==> config.mk <==
export PLATFORM = sky130hd
export DESIGN_NAME = hazard_scoreboard
export DESIGN_NICKNAME = d
export VERILOG_FILES = /design/src/rtl/hazard_scoreboard.sv
export SDC_FILE = /design/constraint.sdc
export NUM_CORES = 1
export LEC_CHECK = 0
export CAP_MARGIN = 20
export CORE_MARGIN = 2
export CORE_UTILIZATION = 52
export CTS_CLUSTER_SIZE = 24
export DETAILED_ROUTE_END_ITERATION = 8
export HOLD_SLACK_MARGIN = 0.06
export PLACE_DENSITY = 0.75
export SYNTH_ARGS = -nofsm -noshare
export SYNTH_HDL_FRONTEND = slang
export SYNTH_SLANG_ARGS = --single-unit
export TNS_END_PERCENT = 100
==> constraint.sdc <==
create_clock -name clk -period 5.85 [get_ports clk]
set_input_delay 1.17 -clock clk [delete_from_list [all_inputs] [get_ports clk]]
set_output_delay 1.17 -clock clk [all_outputs]
set_load 0.02 [all_outputs]
==> src/rtl/hazard_scoreboard.sv <==
// hazard_scoreboard: per-register countdown scoreboard and issue control for the
// in-order fetch/dec/op/ex/mem/wb pipeline.
// Ports:
//   clk, rst                      clock, asynchronous active-high reset
//   rs1_dec, rs2_dec, *_used_dec  source registers of the dec instruction
//   rd_dec, rd_used_dec           destination written from the ALU
//   rd_memory_dec                 destination written by a load
//   mem_busy                      freezes the whole pipeline
//   flush                         kills the dec instruction
//   fetch_ena..wb_ena             stage enables (combinational)
//   dec_nop                       bubble into op instead of dec instruction
//   busy_regs                     registers with a pending write
//   stall_count                   saturating count of hazard-stall cycles
module hazard_scoreboard #(
   parameter int unsigned REG_BITS    = 5,
   parameter int unsigned LAT_ALU     = 2,
   parameter int unsigned LAT_MEM     = 3,
   parameter int unsigned STALL_CNT_W = 16
) (
   input  logic                     clk,
   input  logic                     rst,
   input  logic [REG_BITS-1:0]      rs1_dec,
   input  logic [REG_BITS-1:0]      rs2_dec,
   input  logic                     rs1_used_dec,
   input  logic                     rs2_used_dec,
   input  logic [REG_BITS-1:0]      rd_dec,
   input  logic                     rd_used_dec,
   input  logic                     rd_memory_dec,
   input  logic                     mem_busy,
   input  logic                     flush,
   output logic                     fetch_ena,
   output logic                     dec_ena,
   output logic                     op_ena,
   output logic                     ex_ena,
   output logic                     mem_ena,
   output logic                     wb_ena,
   output logic                     dec_nop,
   output logic [2**REG_BITS-1:0]   busy_regs,
   output logic [STALL_CNT_W-1:0]   stall_count
);

   localparam int unsigned NREGS = 2**REG_BITS;
   localparam int unsigned CNT_W = $clog2(LAT_MEM + 1);

   // Register 0 is never stored; cnt_full supplies a constant zero for it.
   logic [CNT_W-1:0] cnt_q    [1:NREGS-1];
   logic [CNT_W-1:0] cnt_full [NREGS];

   logic             wr;
   logic [CNT_W-1:0] new_lat;
   logic             raw;
   logic             waw;
   logic             hazard;
   logic             issue;
   logic             stall;

   // Scoreboard view including the hard-wired zero register.
   always_comb begin
      cnt_full[0] = '0;
      for (int unsigned r = 1; r < NREGS; r++) begin
         cnt_full[r] = cnt_q[r];
      end
   end

   // Pending-write vector.
   always_comb begin
      busy_regs = '0;
      for (int unsigned r = 0; r < NREGS; r++) begin
         busy_regs[r] = (cnt_full[r] != '0);
      end
   end

   // Hazard detection on the current (pre-update) scoreboard.
   always_comb begin
      wr      = (rd_used_dec | rd_memory_dec) & (rd_dec != '0);
      new_lat = rd_memory_dec ? CNT_W'(LAT_MEM) : CNT_W'(LAT_ALU);
      raw     = (rs1_used_dec & (rs1_dec != '0) & busy_regs[rs1_dec]) |
                (rs2_used_dec & (rs2_dec != '0) & busy_regs[rs2_dec]);
      // An older write landing after this one would clobber the newer value.
      waw     = wr & (cnt_full[rd_dec] > new_lat);
      hazard  = raw | waw;
   end

   // Issue control: reset, memory freeze, flush, hazard, normal issue.
   always_comb begin
      fetch_ena = 1'b0;
      dec_ena   = 1'b0;
      op_ena    = 1'b0;
      ex_ena    = 1'b0;
      mem_ena   = 1'b0;
      wb_ena    = 1'b0;
      dec_nop   = 1'b0;
      issue     = 1'b0;
      stall     = 1'b0;
      if (rst || mem_busy) begin
         // whole pipeline frozen
      end else if (flush) begin
         fetch_ena = 1'b1;
         dec_ena   = 1'b1;
         op_ena    = 1'b1;
         ex_ena    = 1'b1;
         mem_ena   = 1'b1;
         wb_ena    = 1'b1;
         dec_nop   = 1'b1;
      end else if (hazard) begin
         op_ena    = 1'b1;
         ex_ena    = 1'b1;
         mem_ena   = 1'b1;
         wb_ena    = 1'b1;
         dec_nop   = 1'b1;
         stall     = 1'b1;
      end else begin
         fetch_ena = 1'b1;
         dec_ena   = 1'b1;
         op_ena    = 1'b1;
         ex_ena    = 1'b1;
         mem_ena   = 1'b1;
         wb_ena    = 1'b1;
         issue     = wr;
      end
   end

   // Countdown update: a new issue overrides the decrement of its own entry.
   always_ff @(posedge clk or posedge rst) begin
      if (rst) begin
         for (int unsigned r = 1; r < NREGS; r++) begin
            cnt_q[r] <= '0;
         end
         stall_count <= '0;
      end else if (!mem_busy) begin
         for (int unsigned r = 1; r < NREGS; r++) begin
            if (issue && (rd_dec == REG_BITS'(r))) begin
               cnt_q[r] <= new_lat;
            end else if (cnt_q[r] != '0) begin
               cnt_q[r] <= cnt_q[r] - CNT_W'(1);
            end
         end
         if (stall && (stall_count != '1)) begin
            stall_count <= stall_count + STALL_CNT_W'(1);
         end
      end
   end

endmodule

# After elaboration in Yosys (flattened, before gate mapping)
# Index checks and enable logic that the tools add are counted.
totals:
  input_bits: 23
  elab_cells: 323
  mem_bits_rw: 0
  ff_bits: 78
  out_inout_bits: 55
  n_memories: 0
  latchBits: 0
  mem_bits_ro: 0
op_classes:
  order_cmp: 4
  n_div: 0
  muxes: 82
  bitwise_logic: 11
  n_eq_ne: 32
  addsub: 32
  multipliers: 0
  reduce_logical: 130
  shifts: 0
op_table:
  columns: ["cell", "count"]
  rows:
  - ["$mux W2", 64]
  - ["$reduce_bool A2 Y1", 62]
  - ["$eq A5 B5 Y1 const B", 16]
  - ["$reduce_and A2 Y1", 32]
  - ["$sub A2 B1 Y2 const B", 31]
  - ["$eq A5 B4 Y1 const B", 8]
  - ["$logic_and A1 B1 Y1", 32]
  - ["$eq A5 B3 Y1 const B", 4]
  - ["$add A16 B1 Y16 const B", 1]
  - ["$ne A16 B16 Y1 const B", 1]
  - ["$mux W1", 15]
  - ["$reduce_bool A5 Y1", 3]
  - ["$lt A5 B6 Y1 const B", 2]
  - ["$bmux W1 S5", 2]
  - ["$bmux W2 S5", 1]
  - ["$eq A5 B2 Y1 const B", 2]
  - ["$and A1 B1 Y1", 6]
  - ["$ge A6 B6 Y1 const B", 1]
  - ["$not A5 Y6", 1]
  - ["$eq A5 B1 Y1 const B", 1]
  - ["$or A1 B1 Y1", 3]
  - ["$gt A2 B2 Y1", 1]
  - ["$logic_or A1 B1 Y1", 1]
  - ["$not A1 Y1", 1]

# Depth between registers and ports, before layout
depth:
  depth_word: 13
  ltp_mapped: 16
  depth_no_buf: 12

# Least setup slack after synthesis
# OpenSTA, ideal clock, no wires.
synth_timing:
  path_type: "input port to output port"
  startpoint: "input rd_dec[0]"
  endpoint: "output dec_nop"
  slack_ps: 514
  required_ps: 4680
  arrival_ps: 4166
  path_buffers: 4
  stages: 12
  path_cell_list: "buf_2 > buf_1 > mux4_2 > mux4_2 > mux2i_1 > ha_1 > nor3_1 > nand4_1 > buf_2 > buf_2 > nand3_2 > o21a_1"
synth_between:
  elab_chain_len: 10
  word_cells_on_any_way: 12
  classes_between: "1 x order compare; 6 x mux; 4 x bitwise; 1 x reduce/logical"
synth_rtl:
  columns: ["element", "line", "rtl"]
  rows:
  - ["from (decl)", "26", "input logic [REG_BITS-1:0] rd_dec,"]
  - ["$not A5 Y6 (not written as such)", "80", "waw = wr & (cnt_full[rd_dec] > new_lat);"]
  - ["$bmux W2 S5", "80", null]
  - ["$mux W2 (not written as such) (2 in a row)", "80", null]
  - ["$gt A2 B2 Y1", "80", null]
  - ["$and A1 B1 Y1 (*)", "80", null]
  - ["$or A1 B1 Y1 (*)", "81", "hazard = raw | waw;"]
  - ["$mux W1 (*)", "105", "end else if (hazard) begin"]
  - ["$mux W1 (*)", "97", "end else if (flush) begin"]
  - ["$mux W1 (*)", "95", "if (rst || mem_busy) begin"]
  - ["to (decl)", "37", "output logic dec_nop,"]
# Mark *: on every way between the ends. The rest lies on a longest branch, timed or not. The select of a mux whose other input is x is not followed.

# Worst setup path after layout
# Ends and elaborated chain as after synthesis.

==> impl_metrics.ini <==
[die]
fp.dieW_um = 115
area_of_the_die_mm2 = 0.0133
start_util_pct = 53.5
core_area_mm2 = 0.0120
fp.dieH_um = 115
floorplan.rows = 40
io_pins = 78

[setup_path]
cp-start-kind = input port
timing.critical_path.slowest_stage_cell = sky130_fd_sc_hd__clkdlybuf4s50_1
critical_path.endpoint_type = output pin
worstPathMaxFanout = 14
cells_traversed_along_the_worst_timing_path = clkdlybuf4s50_1 > buf_12 > mux4_2 > mux4_2 > mux2i_1 > ha_1 > nor3_1 > nand4_1 > buf_4 > nand3_2 > o21a_1 > dlymetal6s2s_1
reg2reg_from = cnt_full[40]
worst_path_largest_cell_delay_ps = 510
rr_worst_depth = 10
regToRegEndpoint = cnt_full[46]
timing.critical_path.arrival_ps = 4260
ff2ff_setup_slack_ps = 2490
critical_path.most_common_cell = sky130_fd_sc_hd__mux4_2
critical_path_required_ps = 4680
critical_path_class = input port to output pin

[synth]
number_of_warnings_printed_during_yosys_synthesis = 0
synth-main-ff-cell = sky130_fd_sc_hd__dfrtp_1
synth.top_cells.by_area = sky130_fd_sc_hd__dfrtp_1, sky130_fd_sc_hd__mux4_2, sky130_fd_sc_hd__ha_1, sky130_fd_sc_hd__nand2_1, sky130_fd_sc_hd__inv_1
synthDominantAreaCellType = sky130_fd_sc_hd__dfrtp_1
synth_enable_flop_cells = 0
netlist_instances = 758
async_flop_share_pct = 100
synthMostInstantiatedCell = sky130_fd_sc_hd__nand2_1
synth.top_cells.by_count = sky130_fd_sc_hd__nand2_1, sky130_fd_sc_hd__inv_1, sky130_fd_sc_hd__dfrtp_1, sky130_fd_sc_hd__a21oi_1, sky130_fd_sc_hd__nor3_1
synth.ff_latch_count = 78
synth.top_cell.area_share_pct = 30.4
syn_area_mm2 = 0.00642
yosysUniqueCellTypes = 63
syn_nets = 814
yosysSeqAreaShare_pct = 30.4
postSynthAreaPerCell_um2 = 8.47

[final_layout]
syn_to_final_growth_pct = 17.7
finish.net_count = 870
drive_above_1_share_pct = 11.2
antenna_cells = 0
fillers = 999

[sta]
fmaxAchievable_mhz = 184
finalHoldViolations = 0
share_of_the_clock_period_used_by_the_worst_path_pct = 92.8
setup_viol = 0
hold_ws_ps = 500
timing.final.crit_period_ps = 5430
maxSlewHeadroom_pct = 33.0
grt_setup_unrepaired = no
slew_viol_final = 0
worst_slew_pin_slew_ps = 1000
final.setup_skew_ps = 7.20
totalNegativeSetupSlack_ps = 0

[clock_tree]
htree_levels = 3
number_of_cts_inserted_buffers = 9
worst_skew_pair.late_latency_ps = 350
clock_tree_from_tritoncts = yes
cts.reportedPaths.clkPinSlew_ps = 50
tritoncts_sink_count = 78
cts_hold_bufs = 0
cts.path.max_buffers = 2
clk_root_buffer_cell = sky130_fd_sc_hd__clkbuf_16

[drt]
highest-signal-layer = met4
routed_wire_length_per_instance_um = 20.4
met1_wirelength_um = 8000
met2_length_um = 9110
detailroute.via_count = 6245
drtAntennaViolNets = 0
wl_um = 19700
iter_0_drt_violations = 773
met3RoutedLength_um = 1930
final_routed_drc_violation_total = 0
vias_per_cell = 6.47
drtPass1Iterations = 5

[worst_hold_path]
whs_path_depth = 1
terminating_pin_of_the_worst_hold_path = stall_count[11]
min-delay-path-class = flop to flop
min-delay-start = stall_count[11]

[global_route]
gr-total-overflow = 0
overall_global_routing_usage_pct = 30.8
grt_pass1_wl_um = 31500
largest_net_degree_at_the_start_of_global_routing = 84
antenna_violations_before_repair = 0
vias_in_the_first_global_route = 6186

[power]
total_leakage_power_uw = 0.00332
irDropWorstVdd_mv = 0.252
power_density_mw_per_mm2 = 472

[place]
io_buffer_count = 76
place.detailed.hpwl_um = 14100
gp_congestion = 0.987

[flow_run]
cap_viol_max_count = 0

[outcome]
outcome = completed
logic make-up after synthesis:
logic type,count (synthesis),share of synthesized area [%]
simple gates,293,23.0
flops,78,30.4
compound gates,150,17.2
xor+xnor,15,2.05
mux,38,11.0
fa+ha+maj,33,6.43
buf+inv,150,9.88
other cells,1,0.0584
metal layers:
metal / global-route usage (%) / up-vias
met4: 14.4 / 0
li1: - / 2829
met2: 49.3 / 360
met5: 0 / -
met3: 6.17 / 62
met1: 40.3 / 2994
worst max-delay path, delay by kind of cell:
kind / cells / cell delay [ps]
buffers and inverters: 4 / 1130
and+or+nand+nor: 3 / 450
AOI/OAI and AO/OA: 1 / 110
muxes: 3 / 1140
adders and majority gates: 1 / 250
cell type report:
type,count,area (µm²),share of cell area [%]
Clock buffer,14,264,3.49
Clock inverter,1,5.00,0.0662
Inverter,99,372,4.91
Multi-Input combinational cell,530,3840,50.8
Sequential cell,78,1950,25.8
Tap cell,147,184,2.43
Timing Repair Buffer,96,946,12.5
where the power goes:
part,switching (µW),internal [µW]
Sequential,218,779
Clock,220,308
Combinational,1130,909
registers in the layout, indices dropped and copies added (netlist names):
signal / flops
cnt_full: 62
stall_count: 16
through the flow:
stage                     instances  power, µW  utilization (%)  setup WS, ps  instance area [µm²]
after floorplan                 758       2320                -           514                 6420
after global placement          949       2870             60.4          68.5                 7260
after detailed placement        949       2990             60.4          90.7                 7260
after CTS                       964       3530             62.7          57.4                 7530
after global routing            965       3810             62.9           273                 7560
final                           965       3570             62.9           420                 7560
worst max-delay path by stage:
stage / from / endpoint / slack [ps] / cells past startpoint
floorplan: rd_dec[0] / dec_nop / 510 / 12
detailed placement: rd_dec[0] / dec_nop / 90 / 12
finish: rd_dec[0] / dec_nop / 420 / 12
global route: rd_dec[0] / dec_nop / 270 / 12
global placement: rd_dec[0] / dec_nop / 70 / 12
CTS: rd_dec[0] / dec_nop / 60 / 12
what timing repair did:
action,4_1_cts,5_1_grt
hold endpoints to repair,0,0
buffers inserted,0,0
endpoints found under the setup margin,0,3
resized for setup,0,3
cell usage in the layout, fill, tap and decap left out, types with 4 or more instances in the layout:
master / n
sky130_fd_sc_hd__o22ai_1: 14
sky130_fd_sc_hd__nor2b_1: 4
sky130_fd_sc_hd__nand2b_1: 7
sky130_fd_sc_hd__o311a_1: 8
sky130_fd_sc_hd__mux2i_1: 6
sky130_fd_sc_hd__nor2_1: 38
sky130_fd_sc_hd__and3_1: 14
sky130_fd_sc_hd__a221oi_1: 7
sky130_fd_sc_hd__inv_1: 98
sky130_fd_sc_hd__xnor2_1: 14
sky130_fd_sc_hd__a221oi_2: 12
sky130_fd_sc_hd__clkdlybuf4s50_1: 72
sky130_fd_sc_hd__buf_4: 18
sky130_fd_sc_hd__dfrtp_1: 78
sky130_fd_sc_hd__clkbuf_16: 9
sky130_fd_sc_hd__nand2_1: 100
sky130_fd_sc_hd__a21oi_1: 65
sky130_fd_sc_hd__nand3_1: 30
sky130_fd_sc_hd__o22a_1: 4
sky130_fd_sc_hd__and4_1: 17
sky130_fd_sc_hd__nand4_1: 15
sky130_fd_sc_hd__mux4_2: 24
sky130_fd_sc_hd__mux2_2: 6
sky130_fd_sc_hd__ha_1: 33
sky130_fd_sc_hd__and4_4: 4
sky130_fd_sc_hd__nor3_1: 44
sky130_fd_sc_hd__a2bb2oi_1: 9
sky130_fd_sc_hd__or2_2: 4
sky130_fd_sc_hd__o21ai_0: 7
Power figures use the tool's default switching activity.
